**src/rtl/nonrestoring_div_if.sv**
```systemverilog
// Start/busy/done handshake and operand/result bus between a controlling FSM and the divider.
interface nonrestoring_div_if #(
  parameter int WIDTH = 5
);
  logic             start;
  logic [WIDTH-1:0] dividend;
  logic [WIDTH-1:0] divisor;
  logic             busy;
  logic             done;
  logic [WIDTH-1:0] quotient;
  logic [WIDTH-1:0] remainder;
  logic             div_by_zero;

  modport master (
    output start, dividend, divisor,
    input  busy, done, quotient, remainder, div_by_zero
  );

  modport slave (
    input  start, dividend, divisor,
    output busy, done, quotient, remainder, div_by_zero
  );
endinterface

```
**src/rtl/nonrestoring_div.sv**
```systemverilog
// Non-restoring divider, one add/sub per cycle: WIDTH+1 cycle latency, start ignored while busy.
// Define DIV_SIGNED_EN for two's complement operands (truncating quotient, remainder follows dividend).
module nonrestoring_div #(
  parameter int WIDTH = 5
) (
  input logic              clk,
  input logic              rst,
  nonrestoring_div_if.slave bus
);
  localparam int CW = $clog2(WIDTH);

  typedef enum logic [1:0] {IDLE, RUN, DONE} state_t;

  state_t           state, state_nxt;
  logic [WIDTH:0]   p;
  logic [WIDTH-1:0] q, d;
  logic [CW-1:0]    cnt;
  logic [WIDTH-1:0] quo_r, rem_r;
  logic             dbz_r;
  logic             busy_c, done_c;
  logic             accept, last;
  logic [WIDTH-1:0] a_mag, b_mag;
  logic [WIDTH:0]   p_sh, p_step;
  logic [WIDTH-1:0] q_step, rem_u, quo_fin, rem_fin;
`ifdef DIV_SIGNED_EN
  logic             neg_q, neg_r;
`endif

  assign accept = (state != RUN) && bus.start;
  assign last   = (cnt == CW'(WIDTH - 1));

  always_ff @(posedge clk) begin
    if (rst) state <= IDLE;
    else     state <= state_nxt;
  end

  always_comb begin
    state_nxt = state;
    busy_c    = 1'b0;
    done_c    = 1'b0;
    case (state)
      IDLE, DONE: begin
        done_c = (state == DONE);
        if (bus.start) state_nxt = (bus.divisor == '0) ? DONE : RUN;
        else           state_nxt = IDLE;
      end
      RUN: begin
        busy_c = 1'b1;
        if (last) state_nxt = DONE;
      end
      default: state_nxt = IDLE;
    endcase
  end

  // Core works on magnitudes; signs are reapplied when results are registered.
  always_comb begin
`ifdef DIV_SIGNED_EN
    a_mag = bus.dividend[WIDTH-1] ? -bus.dividend : bus.dividend;
    b_mag = bus.divisor[WIDTH-1]  ? -bus.divisor  : bus.divisor;
`else
    a_mag = bus.dividend;
    b_mag = bus.divisor;
`endif
  end

  // Sign of the old partial remainder picks add vs subtract; the WIDTH+1-bit
  // result always lands in [-D, D), so wrap in the shifted value is harmless.
  always_comb begin
    p_sh   = {p[WIDTH-1:0], q[WIDTH-1]};
    p_step = p[WIDTH] ? (p_sh + {1'b0, d}) : (p_sh - {1'b0, d});
    q_step = {q[WIDTH-2:0], ~p_step[WIDTH]};
    rem_u  = p_step[WIDTH] ? (p_step[WIDTH-1:0] + d) : p_step[WIDTH-1:0];
`ifdef DIV_SIGNED_EN
    quo_fin = neg_q ? -q_step : q_step;
    rem_fin = neg_r ? -rem_u  : rem_u;
`else
    quo_fin = q_step;
    rem_fin = rem_u;
`endif
  end

  always_ff @(posedge clk) begin
    if (rst) begin
      p     <= '0;
      q     <= '0;
      d     <= '0;
      cnt   <= '0;
      quo_r <= '0;
      rem_r <= '0;
      dbz_r <= 1'b0;
`ifdef DIV_SIGNED_EN
      neg_q <= 1'b0;
      neg_r <= 1'b0;
`endif
    end else if (accept) begin
      p   <= '0;
      q   <= a_mag;
      d   <= b_mag;
      cnt <= '0;
`ifdef DIV_SIGNED_EN
      neg_q <= bus.dividend[WIDTH-1] ^ bus.divisor[WIDTH-1];
      neg_r <= bus.dividend[WIDTH-1];
`endif
      if (bus.divisor == '0) begin
        quo_r <= '1;
        rem_r <= bus.dividend;
        dbz_r <= 1'b1;
      end
    end else if (state == RUN) begin
      p   <= p_step;
      q   <= q_step;
      cnt <= cnt + 1'b1;
      if (last) begin
        quo_r <= quo_fin;
        rem_r <= rem_fin;
        dbz_r <= 1'b0;
      end
    end
  end

  assign bus.busy        = busy_c;
  assign bus.done        = done_c;
  assign bus.quotient    = quo_r;
  assign bus.remainder   = rem_r;
  assign bus.div_by_zero = dbz_r;
endmodule

```
**src/flat_wrapper.sv**
```systemverilog
// flat-port wrapper written by rule: the top's interface ports become plain ports
module nonrestoring_div_flat 
#(
  parameter int WIDTH = 5
)
  (clk, rst, bus_start, bus_dividend, bus_divisor, bus_busy, bus_done, bus_quotient, bus_remainder, bus_div_by_zero);
  nonrestoring_div_if #(.WIDTH(WIDTH)) bus_i ();
  input logic clk;
  input logic rst;
  input wire logic [$bits(bus_i.start)-1:0] bus_start;
  input wire logic [$bits(bus_i.dividend)-1:0] bus_dividend;
  input wire logic [$bits(bus_i.divisor)-1:0] bus_divisor;
  output wire logic [$bits(bus_i.busy)-1:0] bus_busy;
  output wire logic [$bits(bus_i.done)-1:0] bus_done;
  output wire logic [$bits(bus_i.quotient)-1:0] bus_quotient;
  output wire logic [$bits(bus_i.remainder)-1:0] bus_remainder;
  output wire logic [$bits(bus_i.div_by_zero)-1:0] bus_div_by_zero;
  assign bus_i.start = bus_start;
  assign bus_i.dividend = bus_dividend;
  assign bus_i.divisor = bus_divisor;
  assign bus_busy = bus_i.busy;
  assign bus_done = bus_i.done;
  assign bus_quotient = bus_i.quotient;
  assign bus_remainder = bus_i.remainder;
  assign bus_div_by_zero = bus_i.div_by_zero;
  nonrestoring_div #(.WIDTH(WIDTH)) u_core (.clk(clk), .rst(rst), .bus(bus_i));
endmodule
```
**config.mk**
```make
export PLATFORM = sky130hd
export DESIGN_NAME = nonrestoring_div_flat
export DESIGN_NICKNAME = d
export VERILOG_FILES = /design/src/rtl/nonrestoring_div_if.sv /design/src/rtl/nonrestoring_div.sv /design/src/flat_wrapper.sv
export SDC_FILE = /design/constraint.sdc
export NUM_CORES = 1
export LEC_CHECK = 0
export BUFFER_PORTS_ARGS = -buffer_cell sky130_fd_sc_hd__buf_2
export CORE_ASPECT_RATIO = 0.75
export CORE_MARGIN = 3
export CORE_UTILIZATION = 50
export CTS_CLUSTER_DIAMETER = 100
export CTS_CLUSTER_SIZE = 14
export DETAILED_ROUTE_END_ITERATION = 8
export GPL_TIMING_DRIVEN = 0
export PLACE_DENSITY = 0.84
export SLEW_MARGIN = 20
export SYNTH_ARGS = -nofsm -noshare
export SYNTH_HDL_FRONTEND = slang
export SYNTH_SLANG_ARGS = --single-unit
```
**constraint.sdc**
```tcl
create_clock -name clk -period 2.6 [get_ports clk]
set_input_delay 0 -clock clk [delete_from_list [all_inputs] [get_ports clk]]
set_output_delay 0 -clock clk [all_outputs]
set_load 0.03 [all_outputs]
```
Word-level counts from Yosys, hierarchy flattened

Index checks and enable logic that the tools add are counted.

Register bits: 32
Bits of input ports: 13
Word-level logic and storage cells: 49

$add $sub $neg: 4
Equal/unequal tests: 6
Muxes and demuxes: 22
Bitwise operators: 1
Reductions and logical operators: 8

Operators by type and width:

| cell                                                                    | number |
|---|---|
| 5-bit 2-to-1 mux                                                        | 11 |
| 6-bit by 5-bit adder with 6-bit output                                  | 1 |
| 1-bit 2-to-1 mux                                                        | 6 |
| 2-bit 2-to-1 mux                                                        | 3 |
| 6-bit 2-to-1 mux                                                        | 1 |
| 6-bit by 5-bit subtractor with 6-bit output                             | 1 |
| 5-bit adder                                                             | 1 |
| 5-bit logical NOT                                                       | 1 |
| 2-bit by 1-bit inequality test with 1-bit output, second input constant | 2 |
| 2-bit one-hot mux with 2 select lines                                   | 1 |
| 2-bit nonzero test                                                      | 2 |
| 2-bit OR reduction                                                      | 2 |
| 3-bit by 1-bit adder with 3-bit output, second input constant           | 1 |
| 3-bit == test, second input constant                                    | 1 |
| 3-bit AND reduction                                                     | 1 |
| 2-bit by 1-bit == test with 1-bit output, second input constant         | 1 |
| 2-bit == test, second input constant                                    | 1 |
| 2-bit logical NOT                                                       | 1 |
| 2-bit inequality test, second input constant                            | 1 |
| 1-bit logical AND                                                       | 1 |
| 1-bit NOT                                                               | 1 |

Longest topological paths before layout

Word-level depth: 7
Depth in mapped cells: 14

Worst setup path after synthesis

Ideal clock, no wire load.

Path kind: reg2reg
Start: register u_core.d[0]
End: register u_core.rem_r[4], in the netlist u_core.bus.remainder[4]
Arrival: 2.594 ns
Slack: -0.123 ns
Cell stages (with the launch flop): 12
Path buffers: 0
Period minus slack after synthesis: 2.723 ns
Cells stage by stage: dfxtp_1 -> inv_1 -> ha_1 -> mux2_2 -> inv_1 -> fa_1 -> fa_1 -> nand2b_1 -> a21oi_1 -> xnor2_1 -> a31oi_1 -> o211ai_1

Cells in the longest elaborated chain, start to end: 7

RTL lines:

| item                                                                                                         | RTL line                | RTL |
|---|---|---|
| from (decl)                                                                                                  | nonrestoring_div.sv:16  | `logic [WIDTH-1:0] q, d;` |
| from (signal assigned)                                                                                       | nonrestoring_div.sv:98  | `d <= b_mag;` |
| 6-bit by 5-bit subtractor with 6-bit output / 6-bit by 5-bit adder with 6-bit output (equally long branches) | nonrestoring_div.sv:70  | `p_step = p[WIDTH] ? (p_sh + {1'b0, d}) : (p_sh - {1'b0, d});` |
| 6-bit 2-to-1 mux                                                                                             | nonrestoring_div.sv:70  |  |
| 5-bit adder                                                                                                  | nonrestoring_div.sv:72  | `rem_u = p_step[WIDTH] ? (p_step[WIDTH-1:0] + d) : p_step[WIDTH-1:0];` |
| 5-bit 2-to-1 mux (*)                                                                                         | nonrestoring_div.sv:72  |  |
| 5-bit 2-to-1 mux (*)                                                                                         | nonrestoring_div.sv:113 | `if (last) begin` |
| 5-bit 2-to-1 mux (*)                                                                                         | nonrestoring_div.sv:109 | `end else if (state == RUN) begin` |
| 5-bit 2-to-1 mux (*)                                                                                         | nonrestoring_div.sv:95  | `end else if (accept) begin` |
| to (signal assigned)                                                                                         | nonrestoring_div.sv:106 | `rem_r <= bus.dividend;` |
| to (signal assigned)                                                                                         | nonrestoring_div.sv:115 | `rem_r <= rem_fin;` |
| to (decl)                                                                                                    | nonrestoring_div.sv:18  | `logic [WIDTH-1:0] quo_r, rem_r;` |

Every way passes the cells marked *; elsewhere a longest branch is shown, timed or not. The select of a mux whose other input is x is not followed.
A chain may end at the register's enable or synchronous reset.

Worst setup path in the final report

Start: register u_core.d[0]
End: register u_core.rem_r[4], in the netlist u_core.bus.remainder[4]

Cells in the longest elaborated chain, start to end: 7

RTL lines:

| item                                                                                                         | RTL line                | RTL |
|---|---|---|
| 6-bit by 5-bit subtractor with 6-bit output / 6-bit by 5-bit adder with 6-bit output (equally long branches) | nonrestoring_div.sv:70  |  |
| 6-bit 2-to-1 mux (*)                                                                                         | nonrestoring_div.sv:70  |  |
| via u_core.p_step[3]                                                                                         | nonrestoring_div.sv:23  | `logic [WIDTH:0] p_sh, p_step;` |
| 5-bit adder (*)                                                                                              | nonrestoring_div.sv:72  |  |
| 5-bit 2-to-1 mux (*)                                                                                         | nonrestoring_div.sv:72  |  |
| 5-bit 2-to-1 mux (*)                                                                                         | nonrestoring_div.sv:113 |  |
| 5-bit 2-to-1 mux (*)                                                                                         | nonrestoring_div.sv:109 |  |
| 5-bit 2-to-1 mux (*)                                                                                         | nonrestoring_div.sv:95  |  |

Mark *: on every way through the listed nets, which the timed path passes. The rest lies on a longest branch. The select of a mux whose other input is x is not followed.

==> summary.md <==
| Metric | Value |
|---|---|
| # port buffers | `24` |
| Cell Area, Synth | `0.001798 mm2` |
| Worst Tran Pin Value | `719.6 ps` |
| Num rows | `18` |
| Worst hold slack | `5.378 ps` |
| First-pass GRT wire length | `7659 um` |
| Root buf cell | `clkbuf_8` |
| Dpl cells | `289` |
| CP Launch Type | `register` |
| Die height | `57.93 um` |
| Gp weighted congestion | `0.8615` |
| Rel. slew slack | `0.5185` |
| Routed len/inst | `15.74 um` |
| Die ar. | `0.004359 mm2` |
| Worst skew pair latency | `290 ps` |
| Core box area | `0.003378 mm2` |
| Drt pass-1 iters | `5` |
| Fin util | `0.6863` |
| Filler cells | `275` |
| Top Ports | `26` |
| CTS Buffer Depth | `2` |
| Final Critical Period | `2677 ps` |
| Total Routing Usage GR | `0.2343` |
| Kind of critical path | `reg2reg` |
| Yosys warnings | `0` |
| Crit-path slowest cell | `dfxtp_4` |
| Largest net degree at the start of global routing | `11` |
| Mapped Nets | `252` |
| Final Cycle Share | `1.029` |
| Final #Nets | `297` |
| Crit-path max FO | `2` |
| # DRC | `0` |
| Netlist cell types | `34` |
| Fmax | `373.6 MHz` |
| GR met3 Demand/Resource | `0.07972` |
| Critical path, cell by cell | `inv_4 > ha_4 > mux2_4 > ha_4 > a21o_1 > a21oi_2 > xnor2_2 > ha_1 > nor2_2 > a21oi_4 > xnor2_2 > a31oi_1 > o211ai_1` |
| Antenna violations before repair | `0` |
| Delay-heaviest family, CP | `adder cells` |
| CTS tree | `done` |
| Required time of the critical path | `2760 ps` |
| Antenna viol nets, final | `0` |
| Grt total ovfl | `0` |
| Multi-input gate area | `0.001207 mm2` |
| Vias per cell | `5.716` |
| Reg area | `648.1 um2` |
| Post-Route WL | `4878 um` |
| Final non-filler cell total | `310` |
| CP max stage delay | `360 ps` |
| CTS H-tree lvls | `2` |
| Syn Area/Cell | `7.991 um2` |
| GRT busiest layer | `met1` |
| Setup TNS Final | `-140.2 ps` |
| Max Cap Viol | `0` |
| Share of cells above drive strength 1 | `0.2704` |
| DP Area | `0.001977 mm2` |
| Final hold violation count | `0` |
| Post-synthesis sequential area ratio | `0.3563` |
| Status | `finished with violations` |
| Reg-to-reg slack, setup | `-80 ps` |
| Max-slew violations | `0` |
| Worst EP arrival | `2840 ps` |
| DRT iter0 DRCs | `155` |
| Global-route track usage on met1 | `0.3344` |
| Setup violators final | `3` |
| CP Capture Type | `register` |
| P&R area growth vs syn | `28.95%` |
| Failing checks | `setup timing` |
| Worst Hold Class | `in2reg` |
| Final instance area | `0.002318 mm2` |
| Unrepaired setup endpoints after global routing | `true` |
| Die width | `75.25 um` |
| Clock-pin slew on the worst setup and hold paths | `60 ps` |
| Number of global-route vias before repair | `1629` |
| Fin worst setup slack | `-76.52 ps` |
| CTS sink count | `32` |
| CTS Buf Count | `5` |
| Initial Util | `0.5322` |
| Via count | `1772` |
| Number of diodes | `0` |
| Met2 usage | `0.3313` |
| Seq cells post-synth | `32` |
| Bufs and invs on worst path | `1` |
| Post-Syn Instances | `225` |
| HPWL after DPL | `3217 um` |
| Worst Clk Skew | `4.903 ps` |
| Power density over the cells | `570.3 mW/mm2` |
| Leakage | `1.014 nW` |
| Worst vdd ir | `0.4804 mV` |
-- synth_stat cells, drive strengths merged --
master | n | area share
a211o | 1 | 0.0049
a211oi | 9 | 0.038
a21o | 3 | 0.013
a21oi | 24 | 0.067
a31o | 1 | 0.0049
a31oi | 1 | 0.0035
and3 | 1 | 0.0035
buf | 5 | 0.014
clkbuf | 7 | 0.015
clkinv | 1 | 0.0021
dfxtp | 32 | 0.36
fa | 2 | 0.022
ha | 12 | 0.084
inv | 10 | 0.021
mux2 | 1 | 0.0063
mux2i | 7 | 0.039
nand2 | 25 | 0.052
nand2b | 4 | 0.014
nand3 | 10 | 0.028
nor2 | 30 | 0.063
nor2b | 2 | 0.0070
nor3 | 13 | 0.036
nor4 | 1 | 0.0035
nor4b | 1 | 0.0049
o211ai | 1 | 0.0042
o21ai | 4 | 0.011
o32ai | 1 | 0.0049
or3 | 2 | 0.0070
or4 | 1 | 0.0063
or4b | 1 | 0.0077
xnor2 | 6 | 0.029
xor2 | 6 | 0.029
-- routing by layer --
layer | vias up | part of all wire | wire length (um)
li1 | 854 | - | -
met1 | 826 | 0.46 | 2238
met2 | 82 | 0.43 | 2112
met3 | 10 | 0.093 | 456
met4 | 0 | 0.014 | 70
met5 | - | 0 | 0
-- worst register-to-register path, delay by kind of cell, from the launching register on --
family	cells	cell delay (ps)
AOI/OAI and AO/OA	5	710
xor gates and xnor gates	2	230
adders and majority gates	3	770
buffers and inverters	1	40
DFF	1	360
muxes	1	290
and+or+nand+nor	1	140
-- flip-flops by register name, summed over array words and instances, names as in the netlist --
signal,count
u_core.p,6
u_core.bus.div_by_zero,1
u_core.q,5
u_core.bus.quotient,5
u_core.d,5
u_core.state,2
u_core.cnt,3
u_core.bus.remainder,5
-- what timing repair did --
| action | 4_1_cts | 5_1_grt |
|---|---|---|
| hold endpoints to repair | 4 | 0 |
| hold buffers | 4 | 0 |
| buffers inserted | 9 | 1 |
| pin swaps | 11 | 12 |
| gates resized for setup | 16 | 15 |
| endpoints found under the setup margin | 5 | 8 |
| cloned | 0 | 0 |
-- final timing paths --
check,from,end,cells after the start
hold / removal,bus_divisor[0],u_core.d[0]$_SDFFE_PP0P_,3
setup reg to reg,u_core.d[0]$_SDFFE_PP0P_,u_core.bus.remainder[4]$_SDFFE_PP0P_,13
setup / recovery,u_core.d[0]$_SDFFE_PP0P_,u_core.bus.remainder[4]$_SDFFE_PP0P_,13
hold reg to reg,u_core.p[2]$_SDFFE_PP0P_,u_core.p[2]$_SDFFE_PP0P_,2
-- power by group --
group / leakage [nW] / total, W / switching [W] / internal, W
clock network: 0.0410 / 0.000358 / 0.000177 / 0.000182
registers: 0.262 / 0.000538 / 0.0000245 / 0.000513
logic: 0.711 / 0.000426 / 0.000233 / 0.000193
total: 1.01 / 0.00132 / 0.000434 / 0.000888
-- cell type report --
| cell class | instances | area share |
|---|---|---|
| Multi-Input combinational cell | 170 | 0.5208 |
| Sequential cell | 32 | 0.2795 |
| Timing Repair Buffer | 38 | 0.1015 |
| Clock buffer | 6 | 0.03130 |
| Buffer | 12 | 0.02321 |
| Tap cell | 40 | 0.02159 |
| Inverter | 11 | 0.01997 |
| Clock inverter | 1 | 0.002159 |
-- metrics by stage --
step / worst slack (ps) / total power (W)
CTS: -58.10 / 0.001257
detailed placement: -198.2 / 0.0008404
floorplan: 15.25 / 0.0007678
finish: -76.52 / 0.001322
global route: -193.0 / 0.001390
global placement: -171.2 / 0.0008335
-- layout by cell type (no fill, tap or decap), types with 3 or more instances in the layout --
cell type      Yosys  routed
a211oi_1           9       9
nand2_1           25      25
xor2_1             6       6
ha_1              12       9
a21oi_2            0       3
a21o_1             3       3
mux2i_1            7       6
buf_2              2      25
inv_1             10       6
clkbuf_8           0       5
dfxtp_1           32      30
ha_4               0       3
buf_4              1      12
a21oi_1           24      20
o21ai_0            4       3
dlygate4sd3_1      0       4
nor2_1            30      28
nand2b_1           4       3
xnor2_2            0       4
clkbuf_1           7       8
nor3_1            13      12
nand3_1           10      10
-- kinds of logic (layout without fill, tap and decap cells) --
family,Yosys count,after routing,share of synthesized area
AO/OA/AOI/OAI,45,45,0.1503
adder cells (fa/ha/maj),14,14,0.1058
AND/OR/NAND/NOR,91,91,0.2324
flip-flops,32,32,0.3563
buffers and inverters,23,68,0.05150
multiplexers,8,8,0.04523
XOR/XNOR,12,12,0.05845
No activity file was read; power rests on OpenSTA's default activity.
